==> src/rtl/cpu_ctrl_pkg.sv <==
// Shared definitions for the ID-stage control logic of the pipelined MIPS core.
package cpu_ctrl_pkg;

  // Register file index width (32 architectural registers).
  localparam int REG_W = 5;

  // Instruction word used when IF/ID or ID/EX is cleared (sll $0,$0,0).
  localparam logic [31:0] NOP_INSTR = 32'h0000_0000;

  // Branch/jump sequencing states.
  typedef enum logic [1:0] {
    RUN   = 2'd0,
    STALL = 2'd1,
    FLUSH = 2'd2
  } bh_state_t;

  // True when destination r feeds one of the ID-stage branch operands.
  // rt only counts for compare-type branches; $0 is hardwired and never a dependency.
  function automatic logic src_match(
    input logic [REG_W-1:0] r,
    input logic [REG_W-1:0] rs,
    input logic [REG_W-1:0] rt,
    input logic             rt_used
  );
    return (r != '0) && ((r == rs) || (rt_used && (r == rt)));
  endfunction

endpackage

==> src/rtl/sat_counter.sv <==
// Saturating up-counter: sticks at all-ones instead of wrapping.
module sat_counter #(
  parameter int W = 16
) (
  input  logic         clk,
  input  logic         rst_n,
  input  logic         inc,
  input  logic         clr,
  output logic [W-1:0] count
);

  logic [W-1:0] r_count;

  // Count register: async clear on reset, sync clear, increment until saturated.
  always_ff @(posedge clk or negedge rst_n) begin
    if (!rst_n) begin
      r_count <= '0;
    end else if (clr) begin
      r_count <= '0;
    end else if (inc && (r_count != '1)) begin
      r_count <= r_count + 1'b1;
    end
  end

  assign count = r_count;

endmodule

==> src/rtl/branch_hazard_ctrl.sv <==
// ID-stage branch/jump sequencer: stalls on unresolved branch operands,
// gates the PC redirect and squashes wrong-path fetches after it.
module branch_hazard_ctrl
  import cpu_ctrl_pkg::*;
#(
  parameter int DELAY_SLOT  = 0,
  parameter int FLUSH_DEPTH = 1,
  parameter int CNT_W       = 16
) (
  input  logic             clk,
  input  logic             rst_n,
  input  logic             freeze,
  input  logic             id_branch,
  input  logic             id_jump,
  input  logic             id_jr,
  input  logic             id_use_rt,
  input  logic [REG_W-1:0] id_rs,
  input  logic [REG_W-1:0] id_rt,
  input  logic             ex_regwrite,
  input  logic             ex_memread,
  input  logic [REG_W-1:0] ex_rd,
  input  logic             mem_memread,
  input  logic [REG_W-1:0] mem_rd,
  input  logic             pc_src_in,
  output logic             pc_write,
  output logic             ifid_write,
  output logic             ifid_flush,
  output logic             idex_bubble,
  output logic             pc_sel,
  output logic [CNT_W-1:0] stall_cnt,
  output logic [CNT_W-1:0] flush_cnt,
  output logic [1:0]       dbg_state
);

  // Extra squash cycles spent in FLUSH after the redirect cycle itself.
  localparam logic [2:0] FLUSH_LOAD  = 3'(FLUSH_DEPTH - 1);
  localparam bit         FLUSH_STATE = (FLUSH_DEPTH > 1);
  localparam bit         SQUASH_SLOT = (DELAY_SLOT == 0);

  bh_state_t  r_state;
  bh_state_t  w_next_state;
  logic [2:0] r_fcnt;
  logic [2:0] w_fcnt_next;

  logic w_ctl;
  logic w_rt_used;
  logic w_hz;
  logic w_taken;
  logic w_stall_inc;
  logic w_flush_inc;

  // Hazard detection. Loads are only visible as writers once they reach MEM,
  // but ex_regwrite already covers a load sitting in EX, so a load stalls twice.
  assign w_ctl     = id_branch | id_jr;
  assign w_rt_used = id_use_rt & id_branch;
  assign w_hz      = w_ctl &
                     ((ex_regwrite & src_match(ex_rd,  id_rs, id_rt, w_rt_used)) |
                      (mem_memread & src_match(mem_rd, id_rs, id_rt, w_rt_used)));
  // A redirect request; only honoured once the operands are clean.
  assign w_taken   = pc_src_in | id_jump;

  // State and squash-counter register.
  always_ff @(posedge clk or negedge rst_n) begin
    if (!rst_n) begin
      r_state <= RUN;
      r_fcnt  <= '0;
    end else begin
      r_state <= w_next_state;
      r_fcnt  <= w_fcnt_next;
    end
  end

  // Next-state and Mealy outputs; freeze overrides everything and holds all state.
  always_comb begin
    w_next_state = r_state;
    w_fcnt_next  = r_fcnt;
    pc_write     = 1'b1;
    ifid_write   = 1'b1;
    ifid_flush   = 1'b0;
    idex_bubble  = 1'b0;
    pc_sel       = 1'b0;
    w_stall_inc  = 1'b0;
    w_flush_inc  = 1'b0;

    if (freeze) begin
      pc_write   = 1'b0;
      ifid_write = 1'b0;
    end else begin
      unique case (r_state)
        FLUSH: begin
          // ID holds wrong-path instructions here, so branch inputs are ignored.
          ifid_flush  = 1'b1;
          idex_bubble = 1'b1;
          w_flush_inc = 1'b1;
          if (r_fcnt <= 3'd1) begin
            w_next_state = RUN;
            w_fcnt_next  = '0;
          end else begin
            w_fcnt_next = r_fcnt - 3'd1;
          end
        end
        default: begin
          // RUN and STALL share one decision; STALL only records that we are waiting.
          if (w_hz) begin
            pc_write     = 1'b0;
            ifid_write   = 1'b0;
            idex_bubble  = 1'b1;
            w_stall_inc  = 1'b1;
            w_next_state = STALL;
          end else if (w_taken) begin
            pc_sel = 1'b1;
            if (SQUASH_SLOT) begin
              ifid_flush  = 1'b1;
              w_flush_inc = 1'b1;
            end
            if (FLUSH_STATE) begin
              w_next_state = FLUSH;
              w_fcnt_next  = FLUSH_LOAD;
            end else begin
              w_next_state = RUN;
            end
          end else begin
            w_next_state = RUN;
          end
        end
      endcase
    end

    // While reset is held the pipeline free-runs with no redirect or squash.
    if (!rst_n) begin
      pc_write    = 1'b1;
      ifid_write  = 1'b1;
      ifid_flush  = 1'b0;
      idex_bubble = 1'b0;
      pc_sel      = 1'b0;
      w_stall_inc = 1'b0;
      w_flush_inc = 1'b0;
    end
  end

  assign dbg_state = r_state;

  sat_counter #(.W(CNT_W)) u_stall_cnt (
    .clk   (clk),
    .rst_n (rst_n),
    .inc   (w_stall_inc),
    .clr   (1'b0),
    .count (stall_cnt)
  );

  sat_counter #(.W(CNT_W)) u_flush_cnt (
    .clk   (clk),
    .rst_n (rst_n),
    .inc   (w_flush_inc),
    .clr   (1'b0),
    .count (flush_cnt)
  );

endmodule

==> config.mk <==
export PLATFORM = sky130hd
export DESIGN_NAME = branch_hazard_ctrl
export DESIGN_NICKNAME = d
export VERILOG_FILES = /design/src/rtl/cpu_ctrl_pkg.sv /design/src/rtl/sat_counter.sv /design/src/rtl/branch_hazard_ctrl.sv
export SDC_FILE = /design/constraint.sdc
export NUM_CORES = 1
export LEC_CHECK = 0
export BUFFER_PORTS_ARGS = -buffer_cell sky130_fd_sc_hd__buf_2
export CORE_ASPECT_RATIO = 1.4
export CORE_UTILIZATION = 27
export DETAILED_ROUTE_END_ITERATION = 12
export PLACE_DENSITY_LB_ADDON = 0.12
export SYNTH_ARGS = -nofsm -noshare
export SYNTH_HDL_FRONTEND = slang
export SYNTH_SLANG_ARGS = --single-unit
==> constraint.sdc <==
create_clock -name clk -period 2.2 [get_ports clk]
set_input_delay 0.22 -clock clk [delete_from_list [all_inputs] [get_ports clk]]
set_output_delay 0.22 -clock clk [all_outputs]
set_load 0.02 [all_outputs]
After elaboration in Yosys (flattened, before gate mapping)
Cells that the tools add are included.
{"block": "word_totals", "reg_bits": 37, "in_bits": 31, "word_cells": 59}
{"block": "op_classes", "add_sub_neg": 3, "magnitude_cmp": 1, "n_eq_ne": 8, "mux": 23, "n_bitwise": 8, "reduce_logical": 12}
{"cell": "adder 16 x 1 -> 16 bit, second input constant", "n": 2}
{"cell": "inequality test 16 bit, second input constant", "n": 2}
{"cell": "equality test 5 bit", "n": 4}
{"cell": "2-to-1 mux 1 bit", "n": 20}
{"cell": "nonzero test 5 bit", "n": 2}
{"cell": "logical AND 1 bit", "n": 6}
{"cell": "bitwise AND 1 bit", "n": 4}
{"cell": "2-to-1 mux 2 bit", "n": 2}
{"cell": "AND reduction 2 bit", "n": 2}
{"cell": "less-or-equal comparator 3 x 1 -> 1 bit, second input constant", "n": 1}
{"cell": "2-to-1 mux 3 bit", "n": 1}
{"cell": "bitwise OR 1 bit", "n": 3}
{"cell": "subtractor 3 x 1 -> 3 bit, second input constant", "n": 1}
{"cell": "equality test 2 bit, second input constant", "n": 1}
{"cell": "logical OR 1 bit", "n": 2}
{"cell": "inequality test 2 bit, second input constant", "n": 1}
{"cell": "NOT 1 bit", "n": 1}

Longest topological paths before layout
{"block": "depth", "ltp_word": 12, "ltp_mapped": 8}

Hierarchy
Synthesis repeated with hierarchy kept, for this count alone.
{"block": "hier_totals", "cells_unflattened": 242, "hier_area_um2": 2249.7}
{"module": "sat_counter", "n_inst": 2, "cells_per_inst": 98, "area_each_um2": 942.2}
{"module": "branch_hazard_ctrl", "n_inst": 1, "cells_per_inst": 46, "area_each_um2": 365.4}

Worst setup path before layout
OpenSTA, ideal clock, no wires.
{"block": "synth_path", "path_type": "input to output", "from": "in mem_rd[1]", "to": "out pc_write", "arrival_ns": 2.129, "t_required_ns": 1.980, "setup_slack_ns": -0.149, "cell_stages": 7, "path_buffers": 2, "path_cell_list": "or4_1 > o221ai_1 > o22a_2 > buf_2 > inv_1 > o21ai_0 > buf_4"}
{"block": "synth_between", "elab_chain_len": 11, "word_cells_on_any_way": 13, "cone_classes": "eq/ne: 2; mux: 4; bitwise: 3; reduce/logical: 4"}
{"element": "start: declaration", "line": "branch_hazard_ctrl.sv:23", "rtl": "input logic [REG_W-1:0] mem_rd,"}
{"element": "equality test 5 bit", "line": "cpu_ctrl_pkg.sv:25", "rtl": "return (r != '0) && ((r == rs) || (rt_used && (r == rt)));"}
{"element": "logical AND 1 bit", "line": "cpu_ctrl_pkg.sv:25"}
{"element": "logical OR 1 bit", "line": "cpu_ctrl_pkg.sv:25"}
{"element": "logical AND 1 bit (*)", "line": "cpu_ctrl_pkg.sv:25"}
{"element": "bitwise AND 1 bit (*)", "line": "branch_hazard_ctrl.sv:58", "rtl": "(mem_memread & src_match(mem_rd, id_rs, id_rt, w_rt_used)));"}
{"element": "bitwise OR 1 bit (*)", "line": "branch_hazard_ctrl.sv:57", "rtl": "((ex_regwrite & src_match(ex_rd, id_rs, id_rt, w_rt_used)) |"}
{"element": "bitwise AND 1 bit (*)", "line": "branch_hazard_ctrl.sv:56", "rtl": "assign w_hz = w_ctl &"}
{"element": "2-to-1 mux 1 bit (*) (4 in series)"}
{"element": "end: declaration", "line": "branch_hazard_ctrl.sv:25", "rtl": "output logic pc_write,"}
Every way passes the cells marked *; elsewhere a longest branch is shown, timed or not.

Worst setup path in the final report
{"block": "layout_path", "from": "reg u_stall_cnt.r_count[0], in the netlist u_stall_cnt.count[0]", "to": "reg u_stall_cnt.r_count[7], in the netlist u_stall_cnt.count[7]"}
{"block": "layout_between", "elab_chain_len": 2, "word_cells_on_any_way": 3, "cone_classes": "add/sub: 1; eq/ne: 1; reduce/logical: 1"}
{"element": "start: declaration", "line": "sat_counter.sv:12", "rtl": "logic [W-1:0] r_count;"}
{"element": "start signal: assignment", "line": "sat_counter.sv:21", "rtl": "r_count <= r_count + 1'b1;"}
{"element": "branches (longest 2 deep; another with adder 16 x 1 -> 16 bit)"}
Several ways; the timed one is not identified.
A chain may end at the register's enable or synchronous reset.

==> flow_summary.toml <==
[worst_setup_path]
crit_type = "register to register"
reg2reg_slack_ns = 0.21
r2r_cells = 8
r2r_end = "u_stall_cnt.count[7]"
startpoint_type = "register"
cp_slowest_cell = "dfrtp_1"
cp_num_buf_inv = 1
max_stage_delay_ns = 0.41
rr_startpoint = "u_stall_cnt.count[0]"
worstPathArrival_ns = 2.20
crit_path_end_kind = "register"
path_delay_family = "simple AND/OR/NAND/NOR gates"
crit_chain = "ha_1, and3_1, nand3_1, nor2_1, a31o_2, buf_4, nor4_4, xor2_1"
cp.required_ns = 2.41
path_max_fanout = 8

[timing]
setup-tns-final_ns = 0
fin_worst_skew_ns = 0.00385
whs_ns = 0.0212
rsz0062_at_grt = "no"
final-hold-violation-count = 0
min_period_ns = 1.99
fin_crit_sh = 0.905
max_freq_ghz = 0.502
slew_violations = 0
setup_viol = 0

[final_layout]
final_core_util = 0.363
stdcell_count = 373
fin_nets = 312
antenna_cells = 0
areaGrowthSynthToFinish_pct = 28.1
drive_above_1_share = 0.353

[outcome]
run_status = "complete, no violations"

[logic_synthesis]
yosys-top-cells-area = "dfrtp_1 41%, xor2_1 15%, xnor2_1 4.8%"
ys_ff_latch = 33
synth_fp_nets = 236
yosysWarnings = 0
async_reset_ff_frac = 1.00
yosys.area_share.adder = 0.0124
synthCells = 203
synth_top_area_frac = 0.409
avgSynthCellArea_um2 = 9.94
synthSimpleGateAreaFrac = 0.264
synth_edf_count = 0
seq_area_frac_synth = 0.409
yosys.area.top_type = "dfrtp_1"
synthMuxAreaShare = 0.0422
yosysMostFrequentCell = "xor2_1"
synth.distinct_cells = 40
synth_top_family_by_area = "simple AND/OR/NAND/NOR gates"
syn_area_um2 = 2020
synth_xor_area_frac = 0.195
synth_commonest_cells = "34 x xor2_1, 33 x dfrtp_1, 16 x nand2_1"
synth_compound_area_frac = 0.0446
yosys_most_used_dff = "dfrtp_1"

[drt]
routedWlPerCell_um = 13.8
vias = 1819
dr.pass1.iters = 4
postRouteAntennaNets = 0
drt_wl_total_um = 5140
viasPerCell = 4.88
drc_errors = 0
drt_iter0_drc = 40

[floorplanning]
start_util = 0.284
die_y_um = 104
placementRows = 36
die_x_um = 75.1
top_level_ports = 70
dieArea_um2 = 7830
core_area_um2 = 7120

[place]
placedCellCount = 367
hpwlAfterDp_um = 3870
io_buffers = 67
gp_congestion = 0.735

[pwr]
vdd_drop_max_v = 0.000593
power_density_nw_per_um2 = 600
power_w = 0.00155
p_leak_nw = 1.32

[clock_tree]
htree_levels = 2
clk_latency_ns = 0.28
cts_made_buffers = 5
post_cts_resized = 0
cts_root_buf = "clkbuf_8"
clock-sinks = 33
postCtsHoldBufs = 0
ctsLongestPathBuffers = 2
cts_tree = "done"
path_clk_slew_ns = 0.07
post_cts_buffers = 0

[global_route]
grt_start_max_net_pins = 35
grt.total_usage = 0.138
grt_pass1_wl_um = 8230
grt_overflow_total = 0
antenna_found_initial = 0
grt_pass1_vias = 1712

[hold_path]
worstHoldPathType = "input port to asynchronous set/reset pin"

[flow_run]
cap_violations = 0
[worst register-to-register path, cell delays in order (launching register included)]
cell and delay [ns]:
dfrtp_1 0.41, ha_1 0.24, and3_1 0.20, nand3_1 0.10, nor2_1 0.06, a31o_2 0.32
buf_4 0.18, nor4_4 0.26, xor2_1 0.16
[power by group]
group / internal, W / switching, W
registers: 0.000667 / 0.0000745
logic: 0.000157 / 0.000229
clock network: 0.000208 / 0.000215
[placed cells by master (no fill, tap or decap), types with 2 or more instances in the layout]
cell      count
a22oi_1       2
ha_1          2
nor4_1        2
o221ai_1      2
buf_2        67
and4_1        4
buf_4         9
xor2_1       34
or4_1         2
nor3_1       14
a21oi_1       3
dfrtp_1      33
xnor2_1      11
mux2_2        4
nand3_1      13
nor4_2        2
clkbuf_8      5
nand4_1      10
inv_1         2
mux2_4        2
nor4_4        2
and3_1        3
nand2_1      16
nor2_1       14
[logic make-up after synthesis]
| logic type | Yosys count |
|---|---|
| AOI/OAI and AO/OA | 13 |
| other | 1 |
| DFF | 33 |
| xor gates and xnor gates | 45 |
| adders and majority gates | 2 |
| and+or+nand+nor | 92 |
| buffers and inverters | 10 |
| muxes | 7 |
[worst max-delay path by stage]
stage	from	end	slack (ns)	cells after the start
global route	u_stall_cnt.count[0]	u_stall_cnt.count[7]	0.05	8
global placement	mem_rd[1]	u_flush_cnt.count[9]	0.16	7
detailed placement	mem_rd[1]	u_flush_cnt.count[9]	0.17	7
finish	u_stall_cnt.count[0]	u_stall_cnt.count[7]	0.21	8
floorplan	mem_rd[1]	pc_write	0.04	7
CTS	u_stall_cnt.count[0]	u_stall_cnt.count[9]	0.18	8
[layer usage]
layer,global-route usage,part of all wire,vias to the layer above
met5,0,0,-
met4,0.0580,0.021,0
met3,0.0213,0.062,8
met2,0.233,0.49,67
met1,0.167,0.43,874
li1,-,-,870
[flip-flops by register name, summed over array words and instances (netlist names)]
name and flops:
dbg_state 1, u_flush_cnt.count 16, u_stall_cnt.count 16
[per-stage QoR]
step	setup WS (ns)	area, um2
finish	0.210	2580
floorplan	0.0443	2020
global placement	0.157	2510
CTS	0.184	2580
detailed placement	0.174	2510
global route	0.0522	2580
[area by class of cell]
cell class / instances / area [um2]
well taps: 95 / 119
flip-flops and latches: 33 / 826
multi-input cells: 160 / 1140
clock inverters: 1 / 5.00
clock buffers: 5 / 68.8
fillers: 784 / 4530
repair buffers: 77 / 423
inverters: 2 / 7.51
Note: power is estimated with default switching activity, not from simulation.
